==> src/rtl/verificador_senha.sv <==
// rtl/verificador_senha.sv - keypad combination lock fed by debounced key pulses
// Compares a CODE_LEN digit entry against SENHA and drives timed open/error/lockout holds.
module verificador_senha #(
  parameter int                    CODE_LEN       = 4,
  parameter logic [2*CODE_LEN-1:0] SENHA          = 8'b00_01_10_11,
  parameter int                    MAX_TENTATIVAS = 3,
  parameter logic [31:0]           TEMPO_ABERTO   = 32'd150000000,
  parameter logic [31:0]           TEMPO_ERRO     = 32'd25000000,
  parameter logic [31:0]           TEMPO_BLOQUEIO = 32'd500000000
) (
  input  logic       clock,
  input  logic       reset,
  input  logic [3:0] botao_pulso,
  output logic       aberto,
  output logic       erro,
  output logic       bloqueado,
  output logic [3:0] digitos,
  output logic [1:0] tentativas
);

  typedef enum logic [2:0] {
    ENTRADA,
    VERIFICA,
    ABERTO,
    ERRO,
    BLOQUEADO
  } estado_t;

  localparam logic [3:0] CODE_LEN_V = 4'(CODE_LEN);
  localparam logic [1:0] MAX_V      = 2'(MAX_TENTATIVAS);

  estado_t     estado;
  logic        mismatch;
  logic [31:0] timer;

  logic        valido;
  logic [1:0]  digito;
  logic [1:0]  esperado;
  logic [3:0]  digitos_prox;

  always_comb begin
    // a press counts only when exactly one key pulsed this cycle
    valido = (botao_pulso != 4'd0) && ((botao_pulso & (botao_pulso - 4'd1)) == 4'd0);
    digito = 2'd0;
    case (botao_pulso)
      4'b0010: digito = 2'd1;
      4'b0100: digito = 2'd2;
      4'b1000: digito = 2'd3;
      default: digito = 2'd0;
    endcase
    esperado = 2'd0;
    for (int i = 0; i < CODE_LEN; i++) begin
      if (digitos == 4'(i)) esperado = SENHA[2*(CODE_LEN-1-i) +: 2];
    end
    digitos_prox = digitos + 4'd1;
  end

  always_ff @(posedge clock) begin
    if (reset) begin
      estado     <= ENTRADA;
      mismatch   <= 1'b0;
      timer      <= 32'd0;
      digitos    <= 4'd0;
      tentativas <= 2'd0;
      aberto     <= 1'b0;
      erro       <= 1'b0;
      bloqueado  <= 1'b0;
    end else begin
      case (estado)
        ENTRADA: begin
          timer <= 32'd0;
          if (valido) begin
            digitos <= digitos_prox;
            if (digito != esperado) mismatch <= 1'b1;
            if (digitos_prox == CODE_LEN_V) estado <= VERIFICA;
          end
        end

        VERIFICA: begin
          digitos  <= 4'd0;
          mismatch <= 1'b0;
          timer    <= 32'd0;
          if (!mismatch) begin
            estado     <= ABERTO;
            aberto     <= 1'b1;
            tentativas <= 2'd0;
          end else if (tentativas + 2'd1 == MAX_V) begin
            estado     <= BLOQUEADO;
            bloqueado  <= 1'b1;
            tentativas <= MAX_V;
          end else begin
            estado     <= ERRO;
            erro       <= 1'b1;
            tentativas <= tentativas + 2'd1;
          end
        end

        ABERTO: begin
          if (timer == TEMPO_ABERTO - 32'd1) begin
            estado <= ENTRADA;
            aberto <= 1'b0;
            timer  <= 32'd0;
          end else begin
            timer <= timer + 32'd1;
          end
        end

        ERRO: begin
          if (timer == TEMPO_ERRO - 32'd1) begin
            estado <= ENTRADA;
            erro   <= 1'b0;
            timer  <= 32'd0;
          end else begin
            timer <= timer + 32'd1;
          end
        end

        BLOQUEADO: begin
          // the lockout itself is the penalty, so the failure count starts over
          if (timer == TEMPO_BLOQUEIO - 32'd1) begin
            estado     <= ENTRADA;
            bloqueado  <= 1'b0;
            tentativas <= 2'd0;
            timer      <= 32'd0;
          end else begin
            timer <= timer + 32'd1;
          end
        end

        default: begin
          estado <= ENTRADA;
        end
      endcase
    end
  end

endmodule

==> config.mk <==
export PLATFORM = sky130hd
export DESIGN_NAME = verificador_senha
export DESIGN_NICKNAME = d
export VERILOG_FILES = /design/src/rtl/verificador_senha.sv
export SDC_FILE = /design/constraint.sdc
export NUM_CORES = 1
export LEC_CHECK = 0
export ABC_AREA = 0
export ABC_CLOCK_PERIOD_IN_PS = 2600
export BUFFER_PORTS_ARGS = -buffer_cell sky130_fd_sc_hd__buf_2
export CAP_MARGIN = 25
export CORE_ASPECT_RATIO = 1.1
export CORE_MARGIN = 2
export CORE_UTILIZATION = 61
export CTS_CLUSTER_SIZE = 25
export DETAILED_ROUTE_END_ITERATION = 16
export MAX_ROUTING_LAYER = met4
export PLACE_DENSITY = 0.82
export SYNTH_ARGS = -nofsm -noshare
export SYNTH_HDL_FRONTEND = slang
export SYNTH_SLANG_ARGS = --single-unit
==> constraint.sdc <==
create_clock -name clock -period 2.6 [get_ports clock]
set_clock_uncertainty 0.1 [all_clocks]
set_input_delay 0.52 -clock clock [delete_from_list [all_inputs] [get_ports clock]]
set_output_delay 0.52 -clock clock [all_outputs]
set_load 0.01 [all_outputs]
# Word-level counts from Yosys, hierarchy flattened

Index checks and enable logic that the tools add are counted.

Bits in registers: 45

Add/subtract/negate cells: 4
Eq/ne operators: 26
Multiplexer cells: 36
Bitwise gates (word level): 1
Reductions and logical operators: 17

Operator list:

| cell                                                                    | count |
|---|---|
| 32-bit case mux with 4 select lines                                     | 1 |
| 32-bit two-way mux                                                      | 3 |
| 32-bit by 1-bit adder with 32-bit output, second input constant         | 1 |
| 32-bit by 25-bit equality test with 1-bit output, second input constant | 1 |
| 32-bit by 28-bit equality test with 1-bit output, second input constant | 1 |
| 32-bit by 29-bit equality test with 1-bit output, second input constant | 1 |
| 3-bit two-way mux                                                       | 7 |
| 2-bit inequality test, second input constant                            | 10 |
| 3-bit case mux with 5 select lines                                      | 1 |
| 4-bit by 2-bit equality test with 1-bit output, second input constant   | 3 |
| 1-bit two-way mux                                                       | 11 |
| 2-bit two-way mux                                                       | 5 |
| 4-bit by 3-bit equality test with 1-bit output, second input constant   | 2 |
| 1-bit case mux with 2 select lines                                      | 4 |
| 4-bit case mux with 2 select lines                                      | 1 |
| 4-bit AND reduction                                                     | 2 |
| 2-bit nonzero test                                                      | 4 |
| 4-bit nonzero test                                                      | 2 |
| 3-bit by 2-bit equality test with 1-bit output, second input constant   | 2 |
| 2-bit case mux with 3 select lines                                      | 1 |
| 3-bit AND reduction                                                     | 2 |
| 5-bit AND reduction                                                     | 1 |
| 4-bit by 1-bit adder with 4-bit output, second input constant           | 1 |
| 4-bit bitwise AND                                                       | 1 |
| other kinds (15)                                                        | 16 |

# Longest topological paths before layout

Word-level depth: 8
Depth in mapped cells: 9
Gate-level depth less buffers: 8

# Least setup slack after synthesis

OpenSTA, ideal clock, no wires.

Path type: register to register
Start: register timer[3]
End: register timer[23]
Setup time: 0.122 ns
Arrival time: 2.072 ns
Data required time: 2.378 ns
Path slack: 0.307 ns
Cell stages (with the launch flop): 7
Path buffers: 0
Clock period less this slack: 2.293 ns
Cells stage by stage: dfxtp_1 -> nand4_1 -> or3_4 -> or4_4 -> or2_0 -> and3_1 -> a221o_1

Longest elaborated chain between the ends: 3

Ends and longest elaborated chain:

| element                                                          | line          | RTL |
|---|---|---|
| start: declaration                                               | 34            | `logic [31:0] timer;` |
| start signal: assignment                                         | 104           | `timer <= timer + 32'd1;` |
| start signal: assignment                                         | 114           | `timer <= timer + 32'd1;` |
| start signal: assignment                                         | 126           | `timer <= timer + 32'd1;` |
| 32-bit by 1-bit adder with 32-bit output (tied with other cells) | 104, 114, 126 |  |
| 32-bit two-way mux (on tied branches)                            | 120, 109, 99  |  |
| 32-bit case mux with 4 select lines *                            | 69            | `case (estado)` |

Mark *: on every way between the ends. The rest lies on a longest branch, timed or not.
A chain may end at the register's enable or synchronous reset.

# Worst setup path after layout

Start: register timer[2]
End: register timer[12]

The elaborated chain is that of the path after synthesis.

==> results.rst <==
.. list-table::
   :header-rows: 1

   * - Metric
     - Value
   * - Startpoint type of the worst setup path
     - flop
   * - Register-to-Register Setup Slack
     - 0.09 ns
   * - Commonest register cell after synthesis
     - sky130_fd_sc_hd__dfxtp_1
   * - Overall fraction of global-route tracks in use
     - 0.331
   * - FP Rows
     - 25
   * - Number of placed instances with taps included
     - approximately 430
   * - Highest-count cells in the layout ignoring fill and taps
     - sky130_fd_sc_hd__dfxtp_1 (43), sky130_fd_sc_hd__buf_4 (39), sky130_fd_sc_hd__nor2_1 (31), sky130_fd_sc_hd__nand2_1 (31), sky130_fd_sc_hd__a21oi_1 (27)
   * - Vertical extent of the die
     - 73.4 um
   * - # fillers
     - 336
   * - HPWL Detailed
     - a little over 5000 um
   * - Number of DRC markers in iteration 0
     - 331
   * - First-pass GRT wire length
     - 12100 um
   * - Area inside the core boundary
     - 4250 um^2
   * - Highest Clock Rate
     - 0.398 GHz
   * - Hold violation count in the final report
     - 0
   * - Number of unique standard cell types used by synthesis
     - between 50 and 60
   * - Clock sink total
     - 45
   * - Max Cap Viol
     - 0
   * - Leading cell type in the layout, fill and taps excluded
     - sky130_fd_sc_hd__dfxtp_1
   * - CTS Root Cell
     - sky130_fd_sc_hd__clkbuf_8
   * - Synthesis warning total
     - 0
   * - TritonCTS clock tree
     - done
   * - WL final
     - 7860 um
   * - Clock slew seen by the registers of the worst setup and hold paths
     - 0.08 ns
   * - Antenna-violating nets left
     - 0
   * - Flops & latches, synth
     - 45
   * - Number of top-level pins
     - 15
   * - Number of nets in the finished design
     - 410
   * - Share of synthesized flip-flops with an asynchronous set or reset
     - 0
   * - Post-Synthesis Mean Instance Area
     - 7.53 um^2
   * - Pre-Repair DR Iteration Count
     - 5
   * - Area Overhead vs Synth
     - 20.9%
   * - Total via count in the routed design
     - 2963
   * - Pin slew with the least headroom to its limit
     - about 0.66 ns
   * - Min-Delay Path Class
     - flop to flop
   * - Wirelength per Cell
     - 17.4 um
   * - Via density per instance
     - between 6 and 7
   * - Worst setup endpoint
     - timer[12]$_SDFFE_PP0P_
   * - Non-filler instance count after layout
     - between 400 and 500
   * - DIE AREA
     - 4930 um^2
   * - H-tree depth
     - 2
   * - Post-Route Utilization
     - 0.759
   * - Worst endpoint data arrival time
     - around 2.6 ns
   * - Outcome
     - finished, final reports clean
   * - Total CTS buffers
     - 5
   * - Layout cells sized above 1
     - 0.193
   * - R2R depth
     - 8
   * - Power density cells
     - 409 nW/um^2
   * - Final setup violating endpoints
     - 0
   * - WP data required
     - 2.68 ns
   * - Number of antenna violations at the first check in global routing
     - 0
   * - Count of buffers from port buffering
     - 14
   * - Overall power of the completed layout
     - 0.00132 W
   * - Kind of end point of the critical path
     - flop
   * - Routability-driven placement congestion ratio
     - around 0.92
   * - Worst max-slew margin expressed relative to the limit
     - 0.556
   * - Pin count of the biggest net entering global routing
     - 17
   * - Clock network latency to the later pin of the worst-skew pair
     - 0.31 ns
   * - Critical path startpoint
     - timer[2]$_SDFFE_PP0P_
   * - Max Buffers Root-to-Sink
     - 2
   * - Startpoint of the lowest-slack register-to-register path
     - timer[2]$_SDFFE_PP0P_
   * - Gate count of the mapped netlist
     - 355
   * - Initial Util
     - 0.628
   * - Final Hold Slack
     - 0.377 ns
   * - Synthesized Nets
     - 368
   * - Cell area after technology mapping
     - 2670 um^2
   * - Crit Path Max Fanout
     - 9
   * - Worst flop-to-flop path endpoint
     - timer[12]$_SDFFE_PP0P_
   * - Final critical delay including setup and external delays
     - 2.51 ns
   * - Worst-case vdd ir drop
     - 389 uV
   * - Post-route fraction of the period consumed by the critical path
     - 0.966
   * - Static leakage power
     - 1.19 nW
   * - Grt ovf
     - 0
   * - Via count of the first global-routing pass
     - 2646
   * - Detailed-route DRC error count
     - 0
   * - Setup CP Type
     - flop to flop
   * - Ant diodes
     - 0
   * - EDFF count, synth
     - 0
   * - Part of the Yosys area used for sequential elements
     - 0.337
   * - Horizontal die dimension
     - 67.1 um
   * - Max Transition Viols Final
     - 0
[metrics by stage]
stage | setup TNS (ns) | worst slack (ns) | cell area, um^2
2_1_floorplan | 0 | 0.307 | 2670
3_3_place_gp | -0.297 | -0.0580 | 2980
3_5_place_dp | -0.804 | -0.115 | 2980
4_1_cts | 0 | 0.00916 | 3140
5_1_grt | -0.0467 | -0.0326 | 3230
6_report | 0 | 0.0886 | 3230
[worst max-delay path, cell delays in order (launching register included)]
cell and delay [ns]:
sky130_fd_sc_hd__dfxtp_1 0.45, sky130_fd_sc_hd__and4_2 0.34, sky130_fd_sc_hd__nand4_1 0.26, sky130_fd_sc_hd__buf_4 0.24, sky130_fd_sc_hd__o21ai_2 0.25, sky130_fd_sc_hd__o32ai_4 0.23
sky130_fd_sc_hd__buf_2 0.23, sky130_fd_sc_hd__a31oi_1 0.22, sky130_fd_sc_hd__a31oi_1 0.06
[synthesized netlist by cell type, types with 4 or more instances]
library cell | n | area [um^2]
sky130_fd_sc_hd__a21oi_1 | 28 | 140
sky130_fd_sc_hd__nor4b_1 | 5 | 43.8
sky130_fd_sc_hd__buf_2 | 6 | 30.0
sky130_fd_sc_hd__and3_1 | 6 | 37.5
sky130_fd_sc_hd__a211oi_1 | 4 | 30.0
sky130_fd_sc_hd__nand2b_1 | 5 | 31.3
sky130_fd_sc_hd__and2_1 | 4 | 25.0
sky130_fd_sc_hd__nand3b_1 | 5 | 37.5
sky130_fd_sc_hd__nand2_1 | 31 | 116
sky130_fd_sc_hd__xnor2_1 | 4 | 35.0
sky130_fd_sc_hd__a31oi_1 | 23 | 144
sky130_fd_sc_hd__nand4_1 | 10 | 62.6
sky130_fd_sc_hd__dfxtp_1 | 45 | 901
sky130_fd_sc_hd__clkbuf_1 | 14 | 52.6
sky130_fd_sc_hd__o21a_1 | 4 | 30.0
sky130_fd_sc_hd__o21ai_0 | 18 | 90.1
sky130_fd_sc_hd__ha_1 | 7 | 87.6
sky130_fd_sc_hd__nor3_1 | 19 | 95.1
sky130_fd_sc_hd__nand3_1 | 20 | 100
sky130_fd_sc_hd__nor2_1 | 31 | 116
sky130_fd_sc_hd__inv_1 | 15 | 56.3
[per-layer routing]
layer / GRT usage / part of all wire
met1: 0.368 / 0.38
met2: 0.565 / 0.50
met3: 0.0643 / 0.080
met4: 0.154 / 0.037
met5: - / 0
[final cells by class]
type	count	area [um^2]	share of cell area
Clock inverter	1	30.0	0.00930
Inverter	15	56.3	0.0174
Clock buffer	7	86.3	0.0267
Sequential cell	45	903	0.280
Timing Repair Buffer	55	379	0.117
Tap cell	54	67.6	0.0209
Multi-Input combinational cell	275	1710	0.529
[flip-flops by register name (all words and copies together), names as in the netlist]
register and cells:
erro 1, digitos 4, timer 32, bloqueado 1, mismatch 1, aberto 1
estado 3, tentativas 2
[report_power, final]
group	internal (W)	switching, W
Clock	0.000314	0.000254
Sequential	0.000693	0.00000781
Combinational	0.0000211	0.0000320
[kinds of logic (layout without fill, tap and decap cells)]
kind of cell    after synthesis  after routing  synth area share
buf+inv                      36             78            0.0534
fa+ha+maj                     7              7            0.0328
simple gates                161            161             0.324
xor+xnor                      7              7            0.0229
flops                        45             45             0.337
mux                           2              2           0.00749
compound gates               97             98             0.223
[worst min path at each step]
stage	cells past startpoint	slack, ns	start	to
2_1_floorplan	1	0.34	timer[31]$_SDFFE_PP0P_	timer[31]$_SDFFE_PP0P_
4_1_cts	1	0.37	timer[31]$_SDFFE_PP0P_	timer[31]$_SDFFE_PP0P_
5_1_grt	1	0.39	timer[31]$_SDFFE_PP0P_	timer[31]$_SDFFE_PP0P_
3_3_place_gp	1	0.35	timer[31]$_SDFFE_PP0P_	timer[31]$_SDFFE_PP0P_
6_report	2	0.38	tentativas[0]$_SDFFE_PP0P_	tentativas[0]$_SDFFE_PP0P_
3_5_place_dp	1	0.36	timer[31]$_SDFFE_PP0P_	timer[31]$_SDFFE_PP0P_
[what timing repair did]
item,in CTS,in global routing
setup buffers,0,8
cloned,1,0
gates resized for setup,3,6
endpoints found under the setup margin,17,17
pin swaps,1,4
hold endpoints to repair,0,0
hold buffers,0,0
No activity file was read; power rests on OpenSTA's default activity.
